`src/rtl/i2c_cmd_pkg.sv`:
```
// Shared command codes, transaction modes and sequencer states for the I2C master command port.
package i2c_cmd_pkg;

  localparam int unsigned CMD_W  = 3;
  localparam int unsigned ADDR_W = 7;
  localparam int unsigned DATA_W = 8;
  localparam int unsigned LEN_W  = 8;

  typedef enum logic [CMD_W-1:0] {
    MAIN_CMD_IDLE = 3'd0,
    COMPLETE_WR   = 3'd1,
    WR_WNO_STOP   = 3'd2,
    COMPLETE_RD   = 3'd3,
    RD_WNO_STOP   = 3'd4,
    SET_IDLE      = 3'd5
  } cmd_e;

  localparam int unsigned MODE_WR    = 0;
  localparam int unsigned MODE_RD    = 1;
  localparam int unsigned MODE_WR_RD = 2;

  typedef enum logic [2:0] {
    ST_IDLE,
    ST_WR_CMD,
    ST_WR_DATA,
    ST_RD_CMD,
    ST_RD_DATA,
    ST_FSH
  } state_e;

endpackage

```
`src/rtl/common_interface.sv`:
```
// Command/data port between a transaction driver and the I2C master core.
interface common_interface;
  import i2c_cmd_pkg::*;

  logic              clock;
  logic              rst_n;
  cmd_e              cmd;
  logic              cmd_vld;
  logic              cmd_ready;
  logic [ADDR_W-1:0] addr;
  logic [LEN_W-1:0]  burst_len;
  logic [DATA_W-1:0] wr_data;
  logic              wr_vld;
  logic              wr_ready;
  logic              wr_last;
  logic [DATA_W-1:0] rd_data;
  logic              rd_vld;
  logic              rd_ready;
  logic              rd_last;

  modport master (
    input  clock, rst_n, cmd_ready, wr_ready, rd_data, rd_vld, rd_last,
    output cmd, cmd_vld, addr, burst_len, wr_data, wr_vld, wr_last, rd_ready
  );

  modport slave (
    input  clock, rst_n, cmd, cmd_vld, addr, burst_len, wr_data, wr_vld, wr_last, rd_ready,
    output cmd_ready, wr_ready, rd_data, rd_vld, rd_last
  );
endinterface

```
`src/rtl/i2c_burst_access.sv`:
```
// Burst transaction sequencer: write, read, or write-then-read (repeated start) on the
// master command port, with read beat count, read checksum and sticky protocol error.
module i2c_burst_access
  import i2c_cmd_pkg::*;
#(
  parameter logic [ADDR_W-1:0] DEV_ADDR   = 7'h50,
  parameter int unsigned       MODE       = MODE_WR_RD,
  parameter int unsigned       BURST_LEN  = 4,
  parameter int unsigned       PTR_LEN    = 1,
  parameter logic [DATA_W-1:0] WDATA_BASE = 8'h81
) (
  input  logic               enable,
  common_interface.master    cinf,
  output logic               busy,
  output logic               done,
  output logic [LEN_W-1:0]   rd_cnt,
  output logic [DATA_W-1:0]  rd_xor,
  output logic               err
);

  localparam logic [LEN_W-1:0] RD_LEN  = LEN_W'(BURST_LEN);
  localparam logic [LEN_W-1:0] WR_LEN  = LEN_W'((MODE == MODE_WR) ? BURST_LEN : PTR_LEN);
  localparam cmd_e             WR_CODE = (MODE == MODE_WR) ? COMPLETE_WR : WR_WNO_STOP;

  state_e             cstate, nstate;
  logic [LEN_W-1:0]   beat, beat_n;
  logic [LEN_W-1:0]   rd_cnt_n, burst_len_n;
  logic [DATA_W-1:0]  rd_xor_n, wr_data_n;
  logic               cmd_vld_n, wr_vld_n, wr_last_n, rd_ready_n;
  logic               busy_n, done_n, err_n;
  logic               cmd_hs, wr_hs, rd_hs, rd_full;
  cmd_e               cmd_n;

  assign cinf.addr = DEV_ADDR;

  // Next state plus the next value of every registered output.
  always_comb begin
    nstate   = cstate;
    beat_n   = beat;
    rd_cnt_n = rd_cnt;
    rd_xor_n = rd_xor;
    err_n    = err;
    cmd_hs   = cinf.cmd_vld & cinf.cmd_ready;
    wr_hs    = cinf.wr_vld & cinf.wr_ready;
    rd_hs    = cinf.rd_ready & cinf.rd_vld;
    rd_full  = (rd_cnt + LEN_W'(1)) == RD_LEN;

    case (cstate)
      ST_IDLE: begin
        if (enable) begin
          nstate   = (MODE == MODE_RD) ? ST_RD_CMD : ST_WR_CMD;
          rd_cnt_n = '0;
          rd_xor_n = '0;
        end
      end
      ST_WR_CMD:  if (cmd_hs) nstate = ST_WR_DATA;
      ST_WR_DATA: begin
        if (wr_hs) begin
          beat_n = beat + LEN_W'(1);
          if (cinf.wr_last) nstate = (MODE == MODE_WR) ? ST_FSH : ST_RD_CMD;
        end
      end
      ST_RD_CMD:  if (cmd_hs) nstate = ST_RD_DATA;
      ST_RD_DATA: begin
        if (rd_hs) begin
          rd_cnt_n = rd_cnt + LEN_W'(1);
          rd_xor_n = rd_xor ^ cinf.rd_data;
          // Exit on whichever of rd_last / full count comes first; disagreement is an error.
          if (cinf.rd_last || rd_full) begin
            nstate = ST_FSH;
            if (cinf.rd_last != rd_full) err_n = 1'b1;
          end
        end
      end
      ST_FSH:  nstate = ST_IDLE;
      default: nstate = ST_IDLE;
    endcase

    if (nstate != ST_WR_DATA) beat_n = '0;

    // Valids rise one cycle after the phase is entered and drop right after the handshake.
    cmd_vld_n   = (nstate == cstate) && ((cstate == ST_WR_CMD) || (cstate == ST_RD_CMD));
    wr_vld_n    = (cstate == ST_WR_DATA) && (nstate == ST_WR_DATA);
    wr_last_n   = wr_vld_n && (beat_n == (WR_LEN - LEN_W'(1)));
    wr_data_n   = WDATA_BASE + beat_n;
    rd_ready_n  = (nstate == ST_RD_DATA);
    busy_n      = (nstate != ST_IDLE);
    done_n      = (nstate == ST_FSH);
    burst_len_n = (nstate == ST_WR_CMD) ? WR_LEN : RD_LEN;

    case (nstate)
      ST_WR_CMD: cmd_n = WR_CODE;
      ST_RD_CMD: cmd_n = COMPLETE_RD;
      default:   cmd_n = MAIN_CMD_IDLE;
    endcase
  end

  always_ff @(posedge cinf.clock) begin
    if (!cinf.rst_n) begin
      cstate         <= ST_IDLE;
      beat           <= '0;
      cinf.cmd       <= MAIN_CMD_IDLE;
      cinf.cmd_vld   <= 1'b0;
      cinf.burst_len <= '0;
      cinf.wr_data   <= '0;
      cinf.wr_vld    <= 1'b0;
      cinf.wr_last   <= 1'b0;
      cinf.rd_ready  <= 1'b0;
      busy           <= 1'b0;
      done           <= 1'b0;
      err            <= 1'b0;
      rd_cnt         <= '0;
      rd_xor         <= '0;
    end else begin
      cstate         <= nstate;
      beat           <= beat_n;
      cinf.cmd       <= cmd_n;
      cinf.cmd_vld   <= cmd_vld_n;
      cinf.burst_len <= burst_len_n;
      cinf.wr_data   <= wr_data_n;
      cinf.wr_vld    <= wr_vld_n;
      cinf.wr_last   <= wr_last_n;
      cinf.rd_ready  <= rd_ready_n;
      busy           <= busy_n;
      done           <= done_n;
      err            <= err_n;
      rd_cnt         <= rd_cnt_n;
      rd_xor         <= rd_xor_n;
    end
  end

endmodule

```
`src/flat_wrapper.sv`:
```
// flat-port wrapper written by rule: the top's interface ports become plain ports
module i2c_burst_access_flat import i2c_cmd_pkg::*;
#(
  parameter logic [ADDR_W-1:0] DEV_ADDR   = 7'h50,
  parameter int unsigned       MODE       = MODE_WR_RD,
  parameter int unsigned       BURST_LEN  = 4,
  parameter int unsigned       PTR_LEN    = 1,
  parameter logic [DATA_W-1:0] WDATA_BASE = 8'h81
)
  (enable, busy, done, rd_cnt, rd_xor, err, cinf_clock, cinf_rst_n, cinf_cmd_ready, cinf_wr_ready, cinf_rd_data, cinf_rd_vld, cinf_rd_last, cinf_cmd, cinf_cmd_vld, cinf_addr, cinf_burst_len, cinf_wr_data, cinf_wr_vld, cinf_wr_last, cinf_rd_ready);
  common_interface cinf_i ();
  input  logic enable;
  output logic busy;
  output logic done;
  output logic [LEN_W-1:0] rd_cnt;
  output logic [DATA_W-1:0] rd_xor;
  output logic err;
  input wire logic [$bits(cinf_i.clock)-1:0] cinf_clock;
  input wire logic [$bits(cinf_i.rst_n)-1:0] cinf_rst_n;
  input wire logic [$bits(cinf_i.cmd_ready)-1:0] cinf_cmd_ready;
  input wire logic [$bits(cinf_i.wr_ready)-1:0] cinf_wr_ready;
  input wire logic [$bits(cinf_i.rd_data)-1:0] cinf_rd_data;
  input wire logic [$bits(cinf_i.rd_vld)-1:0] cinf_rd_vld;
  input wire logic [$bits(cinf_i.rd_last)-1:0] cinf_rd_last;
  output wire logic [$bits(cinf_i.cmd)-1:0] cinf_cmd;
  output wire logic [$bits(cinf_i.cmd_vld)-1:0] cinf_cmd_vld;
  output wire logic [$bits(cinf_i.addr)-1:0] cinf_addr;
  output wire logic [$bits(cinf_i.burst_len)-1:0] cinf_burst_len;
  output wire logic [$bits(cinf_i.wr_data)-1:0] cinf_wr_data;
  output wire logic [$bits(cinf_i.wr_vld)-1:0] cinf_wr_vld;
  output wire logic [$bits(cinf_i.wr_last)-1:0] cinf_wr_last;
  output wire logic [$bits(cinf_i.rd_ready)-1:0] cinf_rd_ready;
  assign cinf_i.clock = cinf_clock;
  assign cinf_i.rst_n = cinf_rst_n;
  assign cinf_i.cmd_ready = cinf_cmd_ready;
  assign cinf_i.wr_ready = cinf_wr_ready;
  assign cinf_i.rd_data = cinf_rd_data;
  assign cinf_i.rd_vld = cinf_rd_vld;
  assign cinf_i.rd_last = cinf_rd_last;
  assign cinf_cmd = cinf_i.cmd;
  assign cinf_cmd_vld = cinf_i.cmd_vld;
  assign cinf_addr = cinf_i.addr;
  assign cinf_burst_len = cinf_i.burst_len;
  assign cinf_wr_data = cinf_i.wr_data;
  assign cinf_wr_vld = cinf_i.wr_vld;
  assign cinf_wr_last = cinf_i.wr_last;
  assign cinf_rd_ready = cinf_i.rd_ready;
  i2c_burst_access #(.DEV_ADDR(DEV_ADDR), .MODE(MODE), .BURST_LEN(BURST_LEN), .PTR_LEN(PTR_LEN), .WDATA_BASE(WDATA_BASE)) u_core (.enable(enable), .cinf(cinf_i), .busy(busy), .done(done), .rd_cnt(rd_cnt), .rd_xor(rd_xor), .err(err));
endmodule
```
`config.mk`:
```
export PLATFORM = sky130hd
export DESIGN_NAME = i2c_burst_access_flat
export DESIGN_NICKNAME = d
export VERILOG_FILES = /design/src/rtl/i2c_cmd_pkg.sv /design/src/rtl/common_interface.sv /design/src/rtl/i2c_burst_access.sv /design/src/flat_wrapper.sv
export SDC_FILE = /design/constraint.sdc
export NUM_CORES = 1
export LEC_CHECK = 0
export CAP_MARGIN = 20
export CORE_MARGIN = 1.5
export CORE_UTILIZATION = 55
export DETAILED_ROUTE_END_ITERATION = 10
export DONT_BUFFER_PORTS = 1
export HOLD_SLACK_MARGIN = 0.05
export PLACE_DENSITY_LB_ADDON = 0.12
export SLEW_MARGIN = 20
export SYNTH_ARGS = -nofsm -noshare
export SYNTH_HDL_FRONTEND = slang
export SYNTH_SLANG_ARGS = --single-unit
```
`constraint.sdc`:
```
create_clock -name cinf_clock -period 3.25 [get_ports cinf_clock]
set_input_delay 0.8125 -clock cinf_clock [delete_from_list [all_inputs] [get_ports cinf_clock]]
set_output_delay 0.8125 -clock cinf_clock [all_outputs]
set_load 0.01 [all_outputs]
```
==> results_dict.tcl <==
set metrics [dict create \
    outcome "finished, final reports clean" \
    yosys_warnings 0 \
    startpoint_type "flip-flop" \
    die_h_um 67.9 \
    cts_setup_buffers 0 \
    dp.cells 298 \
    antenna_found_initial 0 \
    grt_pass1_wl_mm 6.23 \
    synth_cells 261 \
    viasPerCell 5.31 \
    fp.dieW_um 67.9 \
    ctsResizeCount 0 \
    wl_met1_mm 2.04 \
    postSynthAreaPerCell_um2 8.88 \
    instances_no_fill 306 \
    drt-initial-drc-count 78 \
    yosys_register_bits 46 \
    clk_latency_ps 290 \
    clk_pin_slew_worst_paths_ps 90 \
    track_usage_pct 18.3 \
    first_global_vias 1352 \
    wl_met2_mm 1.75 \
    crit_path_end_kind "flip-flop" \
    gr-total-overflow 0 \
    start_util_pct 57.5 \
    antennaDiodeCount 0 \
    setup_viol 0 \
    clockBufferDepth 2 \
    path_class "flip-flop to flip-flop" \
    slowest_stage "dfxtp_1" \
    port_buffers 0 \
    hold_violations 0 \
    yosysSeqAreaShare_pct 39.7 \
    critPathRequiredTime_ps 3460 \
    first_pass_iters 4 \
    fin_crit_sh_pct 82.9 \
    hold_end "u_core.err" \
    max_slew_margin_pct 65.6 \
    period_needed_ps 2700 \
    synth_flop_cell "dfxtp_1" \
    fmax_ghz 0.371 \
    via_count 1626 \
    met3_wirelength_um 302 \
    reg2reg_to "u_core.cinf.wr_data[6]" \
    r2r_cells 13 \
    critical_path.max_fanout 4 \
    row_count 23 \
    io_pins 64 \
    top_layer "met4" \
    cts.htree.levels 2 \
    reg2reg_from "u_core.rd_cnt[0]" \
    gp_congestion 0.801 \
    peakVddDrop_uv 297 \
    holdWs_ps 566 \
    drc 0 \
    synth-edff-count 0 \
    rsz0062_at_grt "false" \
    min_from "u_core.err" \
    worst_pin_slew_ps 515 \
    grt_max_degree 20 \
    regToRegSetupSlack_ps 550 \
    crit_path_frequent_cell "ha_1" \
    drive_gt1_share_pct 7.81 \
    holdBufCountCts 0 \
    async_reset_ff_share_pct 0 \
    layout.nets 275 \
    routed_wirelength_mm 4.15 \
    cts_tree "yes" \
    hold_depth 2 \
    place_hpwl_mm 3.01 \
    wire_per_inst_um 13.6 \
    numCtsBuffers 5 \
    cpPeakStageDelay_ps 450 \
    final_common_cell "dfxtp_1" \
    core-area_um2 4030 \
    nFillCells 378 \
    power_density_nw_per_um2 451 \
    clock_skew_ps 8.21 \
    cts_sinks 46 \
    antenna_left 0 \
    total_power_mw 1.06 \
    ys_types 48 \
    area_growth_pct 1.62 \
    syn-cell-area_um2 2320 \
    maxCapViolCount 0 \
    hold_class "flip-flop to flip-flop" \
    final.setup.tns_ps 0 \
    root_buffer "clkbuf_8" \
    leakage_nw 0.915 \
    critPathArrivalTime_ps 2910 \
    final_cell_mix "dfxtp_1 (46), nor2_1 (28), nand2_1 (23)" \
    path_cells "ha_1 > nor4b_1 > nand2_1 > ha_1 > nor3_1 > a211oi_2 > nand2_1 > or2_1 > inv_1 > ha_1 > o21ai_1 > nor4_1 > nor3_1" \
    report.final.slew_viol_count 0 \
    die-area_um2 4610 \
]
[worst max path at each step]
stage,cells past startpoint,slack (ps),startpoint,endpoint
after floorplan,11,560,cinf_wr_ready,u_core.cinf.wr_data[6]
after global placement,10,570,cinf_wr_ready,u_core.cinf.wr_data[6]
after detailed placement,10,490,cinf_wr_ready,u_core.cinf.wr_data[6]
after CTS,13,510,u_core.rd_cnt[0],u_core.cinf.wr_data[6]
after global routing,13,250,u_core.rd_cnt[0],u_core.cinf.wr_data[6]
final,13,550,u_core.rd_cnt[0],u_core.cinf.wr_data[6]
[logic make-up (layout without fill, tap and decap cells)]
kind of cell    count (synthesis)  after routing  synth area share, %
simple gates                  116            116                 28.2
other cells                     2             14                0.324
fa+ha+maj                       5              5                 2.70
xor+xnor                       23             23                 9.01
buf+inv                        32             15                 9.01
compound gates                 33             33                 9.28
flops                          46             46                 39.7
mux                             4              4                 1.73
[per-layer routing]
metal  GRT usage (%)  up-vias
li1                -      838
met1            24.3      732
met2            27.9       51
met5               0        -
met4            6.75        0
met3            5.92        5
[worst max-delay path, delay by kind of cell (launching register included)]
kind / cells / cell delay, ps
compound gates: 2 / 230
flops: 1 / 450
fa+ha+maj: 3 / 640
buf+inv: 1 / 50
simple gates: 7 / 1230
[flip-flops by register name, summed over array words and instances, names as in the netlist, 2 cells and up]
signal and count:
u_core.rd_cnt 8, u_core.cinf.cmd 2, u_core.cinf.wr_data 8, u_core.cinf.burst_len 2, u_core.rd_xor 8, u_core.cstate 3
u_core.beat 8
[cells in the mapped netlist (2+ instances only)]
cell type | n | area share [%]
dfxtp_1 | 46 | 40
nor2_1 | 28 | 4.5
nand2_1 | 23 | 3.7
buf_4 | 14 | 4.5
xor2_1 | 12 | 4.5
o21ai_0 | 11 | 2.4
nand3_1 | 10 | 2.2
xnor2_1 | 10 | 3.8
and2_1 | 9 | 2.4
nor3_1 | 9 | 1.9
a21oi_1 | 6 | 1.3
inv_1 | 6 | 0.97
nor2b_1 | 6 | 1.6
and3_1 | 5 | 1.3
clkbuf_1 | 5 | 0.81
ha_1 | 5 | 2.7
nor3b_1 | 5 | 1.6
a31oi_1 | 4 | 1.1
buf_2 | 4 | 0.86
mux2i_1 | 4 | 1.7
nand2b_1 | 3 | 0.81
o31a_1 | 3 | 1.1
buf_6 | 2 | 0.97
conb_1 | 2 | 0.32
nand4_1 | 2 | 0.54
nor4_1 | 2 | 0.54
nor4b_2 | 2 | 1.3
o211ai_1 | 2 | 0.65
or2_1 | 2 | 0.54
[power by group]
group | switching (mW) | internal, mW
clock | 0.187 | 0.226
combinational | 0.0355 | 0.0216
sequential | 0.0161 | 0.577
total | 0.238 | 0.825
[final cells by class]
cell class | count | area, µm² | share of cell area, %
Sequential cell | 46 | 921 | 39.1
Tap cell | 50 | 62.6 | 2.66
Clock buffer | 5 | 68.8 | 2.92
Clock inverter | 3 | 40.0 | 1.70
Multi-Input combinational cell | 195 | 1230 | 52.4
Timing Repair Buffer | 1 | 7.51 | 0.319
Inverter | 6 | 22.5 | 0.956
[metrics by stage]
step | setup WS, ps | cell area (µm²) | util, %
6_report | 554 | 2360 | 58.5
5_1_grt | 249 | 2360 | 58.5
4_1_cts | 512 | 2360 | 58.5
3_5_place_dp | 486 | 2250 | 55.8
3_3_place_gp | 567 | 2250 | 55.8
2_1_floorplan | 558 | 2360 | -
No activity file was read; power rests on OpenSTA's default activity.
